==> config.mk <==
export PLATFORM = sky130hd
export DESIGN_NAME = led_pwm_fader
export DESIGN_NICKNAME = d
export VERILOG_FILES = /design/src/rtl/led_pwm_fader.sv
export SDC_FILE = /design/constraint.sdc
export NUM_CORES = 1
export LEC_CHECK = 0
export BUFFER_PORTS_ARGS = -buffer_cell sky130_fd_sc_hd__buf_2
export CAP_MARGIN = 20
export CORE_MARGIN = 3
export CORE_UTILIZATION = 63
export DETAILED_ROUTE_END_ITERATION = 6
export GPL_ROUTABILITY_DRIVEN = 0
export PLACE_DENSITY = 0.89
export RECOVER_POWER = 25
export SETUP_SLACK_MARGIN = 0.15
export SYNTH_ARGS = -nofsm -noshare
export SYNTH_HDL_FRONTEND = slang
export SYNTH_SLANG_ARGS = --single-unit
==> constraint.sdc <==
create_clock -name clk -period 3.1 [get_ports clk]
set_input_delay 0.93 -clock clk [delete_from_list [all_inputs] [get_ports clk]]
set_output_delay 0.93 -clock clk [all_outputs]
set_load 0.01 [all_outputs]
==> src/rtl/led_pwm_fader.sv <==
// -----------------------------------------------------------------------------
// led_pwm_fader
//
// Purpose:
//   Drives four LEDs with PWM from a 4-bit LED pattern. A lit input bit holds
//   its channel at full brightness. Once the bit drops, the channel's duty
//   decays by DECAY_STEP every FADE_PERIODS PWM periods, so a rotating
//   one-hot pattern leaves a fading trail. A one-cycle pulse at the start of
//   every PWM period is offered upstream as a step enable.
//
// Ports:
//   clk          system clock, all logic on the rising edge
//   reset        synchronous, active-high reset (overrides en)
//   en           block enable; low freezes all counters and blanks the outputs
//   led_in[3:0]  LED pattern from upstream (any combination of bits is legal)
//   led_out[3:0] PWM-modulated LED drive, registered
//   period_tick  one-cycle pulse while cnt==0, registered
//
// Parameters:
//   PWM_BITS     width of the PWM counter and duty registers (MAX = 2^PWM_BITS-1)
//   FADE_PERIODS PWM periods between decay steps (>= 1)
//   DECAY_STEP   amount removed from a duty on each decay step (1..MAX)
// -----------------------------------------------------------------------------
module led_pwm_fader #(
  parameter int PWM_BITS     = 8,
  parameter int FADE_PERIODS = 16,
  parameter int DECAY_STEP   = 16
) (
  input  logic       clk,
  input  logic       reset,
  input  logic       en,
  input  logic [3:0] led_in,
  output logic [3:0] led_out,
  output logic       period_tick
);

  localparam logic [PWM_BITS-1:0] MAX = '1;
  // A single-period prescaler still needs a 1-bit register to stay legal.
  localparam int FW = (FADE_PERIODS > 1) ? $clog2(FADE_PERIODS) : 1;
  localparam logic [FW-1:0]       FADE_LAST = FW'(FADE_PERIODS - 1);
  localparam logic [PWM_BITS-1:0] DECAY     = PWM_BITS'(DECAY_STEP);

  logic [PWM_BITS-1:0] cnt;
  logic [FW-1:0]       fcnt;
  logic [PWM_BITS-1:0] duty        [4];
  logic [PWM_BITS-1:0] active_duty [4];

  logic                wrap;
  logic                fade_step;
  logic [PWM_BITS-1:0] duty_next   [4];
  logic [3:0]          pwm_next;

  always_comb begin
    wrap      = (cnt == MAX);
    fade_step = wrap && (fcnt == FADE_LAST);
    for (int i = 0; i < 4; i++) begin
      duty_next[i] = duty[i];
      // A lit input outranks a decay step landing on the same edge.
      if (led_in[i]) begin
        duty_next[i] = MAX;
      end else if (fade_step) begin
        // Saturate at zero rather than wrapping back to a bright value.
        duty_next[i] = (duty[i] > DECAY) ? (duty[i] - DECAY) : '0;
      end
      pwm_next[i] = (cnt < active_duty[i]);
    end
  end

  always_ff @(posedge clk) begin
    if (reset) begin
      cnt         <= '0;
      fcnt        <= '0;
      led_out     <= '0;
      period_tick <= 1'b0;
      for (int i = 0; i < 4; i++) begin
        duty[i]        <= '0;
        active_duty[i] <= '0;
      end
    end else if (en) begin
      cnt         <= cnt + 1'b1;
      period_tick <= wrap;
      led_out     <= pwm_next;
      if (wrap) begin
        fcnt <= fade_step ? '0 : (fcnt + 1'b1);
      end
      for (int i = 0; i < 4; i++) begin
        duty[i] <= duty_next[i];
        // The compare only ever sees a duty latched at a period boundary,
        // so a mid-period duty change cannot produce a runt pulse.
        if (wrap) begin
          active_duty[i] <= duty[i];
        end
      end
    end else begin
      led_out     <= '0;
      period_tick <= 1'b0;
    end
  end

endmodule

Word-level counts from Yosys, hierarchy flattened
Memories as Yosys holds them, arrays and structs flattened.
Index checks and enable logic that the tools add are counted.
{"block": "totals", "mem_bits_rw": 64, "in_bits": 7, "word_cells": 64, "n_memories": 2, "ff_bits": 17, "out_inout_bits": 5}
{"name": "active_duty", "words": 4, "width": 8, "rd": 4, "rd_clocked_by_memory_dff": 0, "write_ports": 4, "line": "46", "text": "logic [PWM_BITS-1:0] active_duty [4];"}
{"name": "duty", "words": 4, "width": 8, "rd": 4, "rd_clocked_by_memory_dff": 0, "write_ports": 4, "line": "45", "text": "logic [PWM_BITS-1:0] duty [4];"}
{"block": "classes", "addsub": 6, "n_eq_ne": 2, "muxes": 30, "order_cmp": 8, "reduce_logical": 3, "n_bitwise": 9}
{"cell": "$mux W8", "n": 20}
{"cell": "$gt A8 B5 Y1 const B", "n": 4}
{"cell": "$lt A8 B8 Y1", "n": 4}
{"cell": "$sub A8 B5 Y8 const B", "n": 4}
{"cell": "$mux W1", "n": 9}
{"cell": "$add A8 B1 Y8 const B", "n": 1}
{"cell": "$eq A8 B8 Y1 const B", "n": 1}
{"cell": "$or A1 B1 Y1", "n": 8}
{"cell": "$add A4 B1 Y4 const B", "n": 1}
{"cell": "$eq A4 B4 Y1 const B", "n": 1}
{"cell": "$mux W4", "n": 1}
{"cell": "$reduce_and A2 Y1", "n": 1}
{"cell": "$reduce_or A2 Y1", "n": 1}
{"cell": "$logic_and A1 B1 Y1", "n": 1}
{"cell": "$not A1 Y1", "n": 1}

Depth between registers and ports, before layout
{"block": "logic_depth", "word_depth": 6, "ltp_mapped": 6, "mapped_depth_nobuf": 6}

Worst setup path after synthesis
No wires, ideal clock.
{"block": "synth_timing", "path_kind": "input port to flip-flop", "start": "in en", "end": "mem active_duty[0][3], enable pin", "setup_time_ns": 0.380, "setup_slack_ns": 0.787, "required_ns": 2.720, "cell_stages": 4, "arrival_ns": 1.933, "n_path_buf": 1, "cell_sequence": "and3_1 > nand3_2 > clkbuf_1 > nand2b_1"}
{"element": "start, declared", "line": "31", "text": "input logic en,"}
{"element": "end, declared", "line": "46"}

==> summary.txt <==
Detailed routing
  – DRT iter0 DRCs: 70
  – Residual DRC: 0
  – Vias: 2283
  – Pre-antenna DRT Iters: 4
  – Vias per cell: 5.60
  – WL final: 5840 um
  – Number of routed nets with antenna violations: 0
  – Drt wl/cell: 14.3 um

Place
  – IO buf count: 11
  – DPL Wire Length: 4350 um
  – Placement Cell Area: 3350 um^2
  – Placed cells: 392

Finish
  – Share of cells above drive strength 1: 6.45%
  – Reg area: 1540 um^2
  – Post-Layout Cell Count: 408
  – Commonest cells after routing, fill and taps aside: 40 x edfxtp_1, 38 x ha_1, 37 x inv_1, 36 x a21oi_1, 29 x nor2_1
  – Fill cells: 370
  – Commonest non-fill, non-tap cell in the layout: edfxtp_1
  – Post-route cell area: 3490 um^2
  – Area Overhead vs Synth: 8.02%
  – Final #Nets: 381
  – Ant diodes: 0
  – Area occupied by multi-input gates: 1500 um^2

Clock network
  – Clock latency on the worst-skew pair: 0.33 ns
  – Cts bufs inserted: 9
  – Setup Buffers After CTS: 0
  – CTS Buffer Depth: 2
  – CTS root buf: clkbuf_8
  – Sink Count: 57
  – Cts hold-fix bufs: 0
  – CTS HTree Levels: 3
  – PostCTS Resize Cnt: 0
  – Worst-path clk slew: 0.06 ns
  – TritonCTS clock tree: yes

Die
  – DIE WIDTH: 77.6 um
  – Initial Util: 66.6%
  – Io pins: 12
  – Site Rows: 25
  – Die area: 6020 um^2
  – DIE HEIGHT: 77.6 um
  – Placeable Area: 4850 um^2

Worst setup path
  – Crit path kind: in2reg
  – FF-to-FF End: duty[0][7]
  – Reg-to-Reg Start: cnt[1]
  – Reg2reg setup slack: 0.99 ns
  – Startpoint types: primary input
  – CP arrival: 2.59 ns
  – Data required time of the worst path: 3.18 ns
  – Max FO, Critical Path: 27
  – Worst Setup SP: reset
  – Worst setup EP type: flip-flop
  – FF-to-FF path depth: 5

STA
  – Final period utilization: 81.1%
  – RSZ-0062 raised after global routing: false
  – Worst Tran Pin Value: 1.14 ns
  – Setup TNS: 0 ns
  – Final Hold Fails: 0
  – Min Tclk post-route: 2.51 ns
  – Worst Skew: 0.00657 ns
  – Max frequency: 0.398 GHz
  – Fin. max-slew vios: 0
  – Rel. slew slack: 23.9%
  – Final setup vio count: 0

Synth
  – Sequential share of the synthesized area: 47.7%
  – Post-Syn Area: 3230 um^2
  – Synth area leaders: edfxtp_1 37%, ha_1 15%, dfxtp_1 11%
  – Syn Nets: 365
  – Share of the synthesized area in the top cell type: 37.2%
  – Yosys cell types: 33
  – Syn Inst Count: 320
  – Yosys reg bits: 57
  – Yosys Warn Count: 0
  – Syn avg cell area: 10.1 um^2
  – Synth area leader: edfxtp_1

Min path
  – Hold WC Path Type: reg2reg
  – Hold EP: fcnt[2]
  – Hold path cells: 2
  – Critical hold path startpoint: fcnt[2]

Global route
  – Maximum number of pins on one net before global-route repair: 28
  – Global-route wire length before repair: 10300 um
  – Number of global-route vias before repair: 2324
  – GRT Total Usage: 22.1%
  – GRT overflow: 0
  – Initial antenna violation count: 0

Run status
  – Outcome: finished, final reports clean

Pwr
  – Tot Pwr: 1610 uW
  – Pwr Density: 461 nW/um^2
  – Leak Pwr: 0.00149 uW
  – VDD IR-drop max: 0.357 mV

Job
  – Max Cap Viol: 0
==> metrics by stage <==
step           hold WS (ns)  setup WS, ns  utilization (%)
5_1_grt               0.576         0.440             72.0
3_5_place_dp          0.528         0.537             69.1
3_3_place_gp          0.507         0.573             69.1
2_1_floorplan         0.484         0.787                -
4_1_cts               0.536         0.904             72.2
6_report              0.542         0.586             72.0
==> area by class of cell <==
| cell class | instances | share of cell area, % |
|---|---|---|
| tap | 67 | 2.40 |
| sequential | 57 | 44.2 |
| multi-input combinational | 216 | 43.0 |
| clock buffer | 11 | 3.76 |
| inverter | 37 | 3.98 |
| timing repair buffer | 15 | 2.08 |
| clock inverter | 5 | 0.645 |
==> state kept, by name, indices dropped and copies added (netlist names) <==
signal and flops:
active_duty 20, cnt 8, duty 20, fcnt 4, led_out 4, period_tick 1
==> cell usage after synthesis <==
master,count
o21a_1,3
a41oi_1,1
mux2i_1,3
nand3b_1,5
nor2_1,29
a21boi_0,2
xnor2_1,1
and4_1,2
nand2_1,8
and3_1,5
nor2b_1,8
clkbuf_1,2
o21ai_2,4
nand4_1,3
a2111oi_0,1
buf_1,2
a21oi_1,36
o21ai_0,12
a2111o_1,3
inv_1,37
edfxtp_1,40
ha_1,38
dfxtp_1,17
xor2_1,8
nor3_1,17
nand3_2,1
nand3_1,1
a31oi_1,4
or3_1,3
buf_6,1
and2_1,16
buf_2,5
nand2b_1,2
==> kinds of logic after synthesis <==
group	share of synthesized area, %
AND/OR/NAND/NOR	16.3
adder cells (fa/ha/maj)	14.7
XOR/XNOR	2.44
buffers and inverters	5.89
flip-flops	47.7
AO/OA/AOI/OAI	12.0
multiplexers	0.930
==> worst max path at each step <==
stage | to | slack [ns]
4_1_cts | duty[0][7] | 0.90
5_1_grt | active_duty[0][3] | 0.44
2_1_floorplan | active_duty[0][3] | 0.79
6_report | active_duty[1][3] | 0.59
3_3_place_gp | duty[0][7] | 0.57
3_5_place_dp | duty[0][7] | 0.54
==> metal layers <==
metal | up-vias | track usage (%) | wire [um]
li1 | 1160 | - | -
met1 | 1051 | 24.6 | 2480
met2 | 56 | 37.4 | 2920
met3 | 16 | 8.00 | 292
met4 | 0 | 10.1 | 147
met5 | - | 0 | 0
==> critical path: stages <==
cell and delay (ns):
clkbuf_1 0.12, clkbuf_1 0.86, nor2_1 0.39, and2_1 0.29
==> power by group <==
group / leakage [uW] / switching, uW / internal, uW / total (uW)
registers: 0.000538 / 30.7 / 861 / 891
logic: 0.000881 / 104 / 65.4 / 169
clock network: 0.0000735 / 269 / 279 / 548
total: 0.00149 / 403 / 1200 / 1610
No activity file was read; power rests on OpenSTA's default activity.
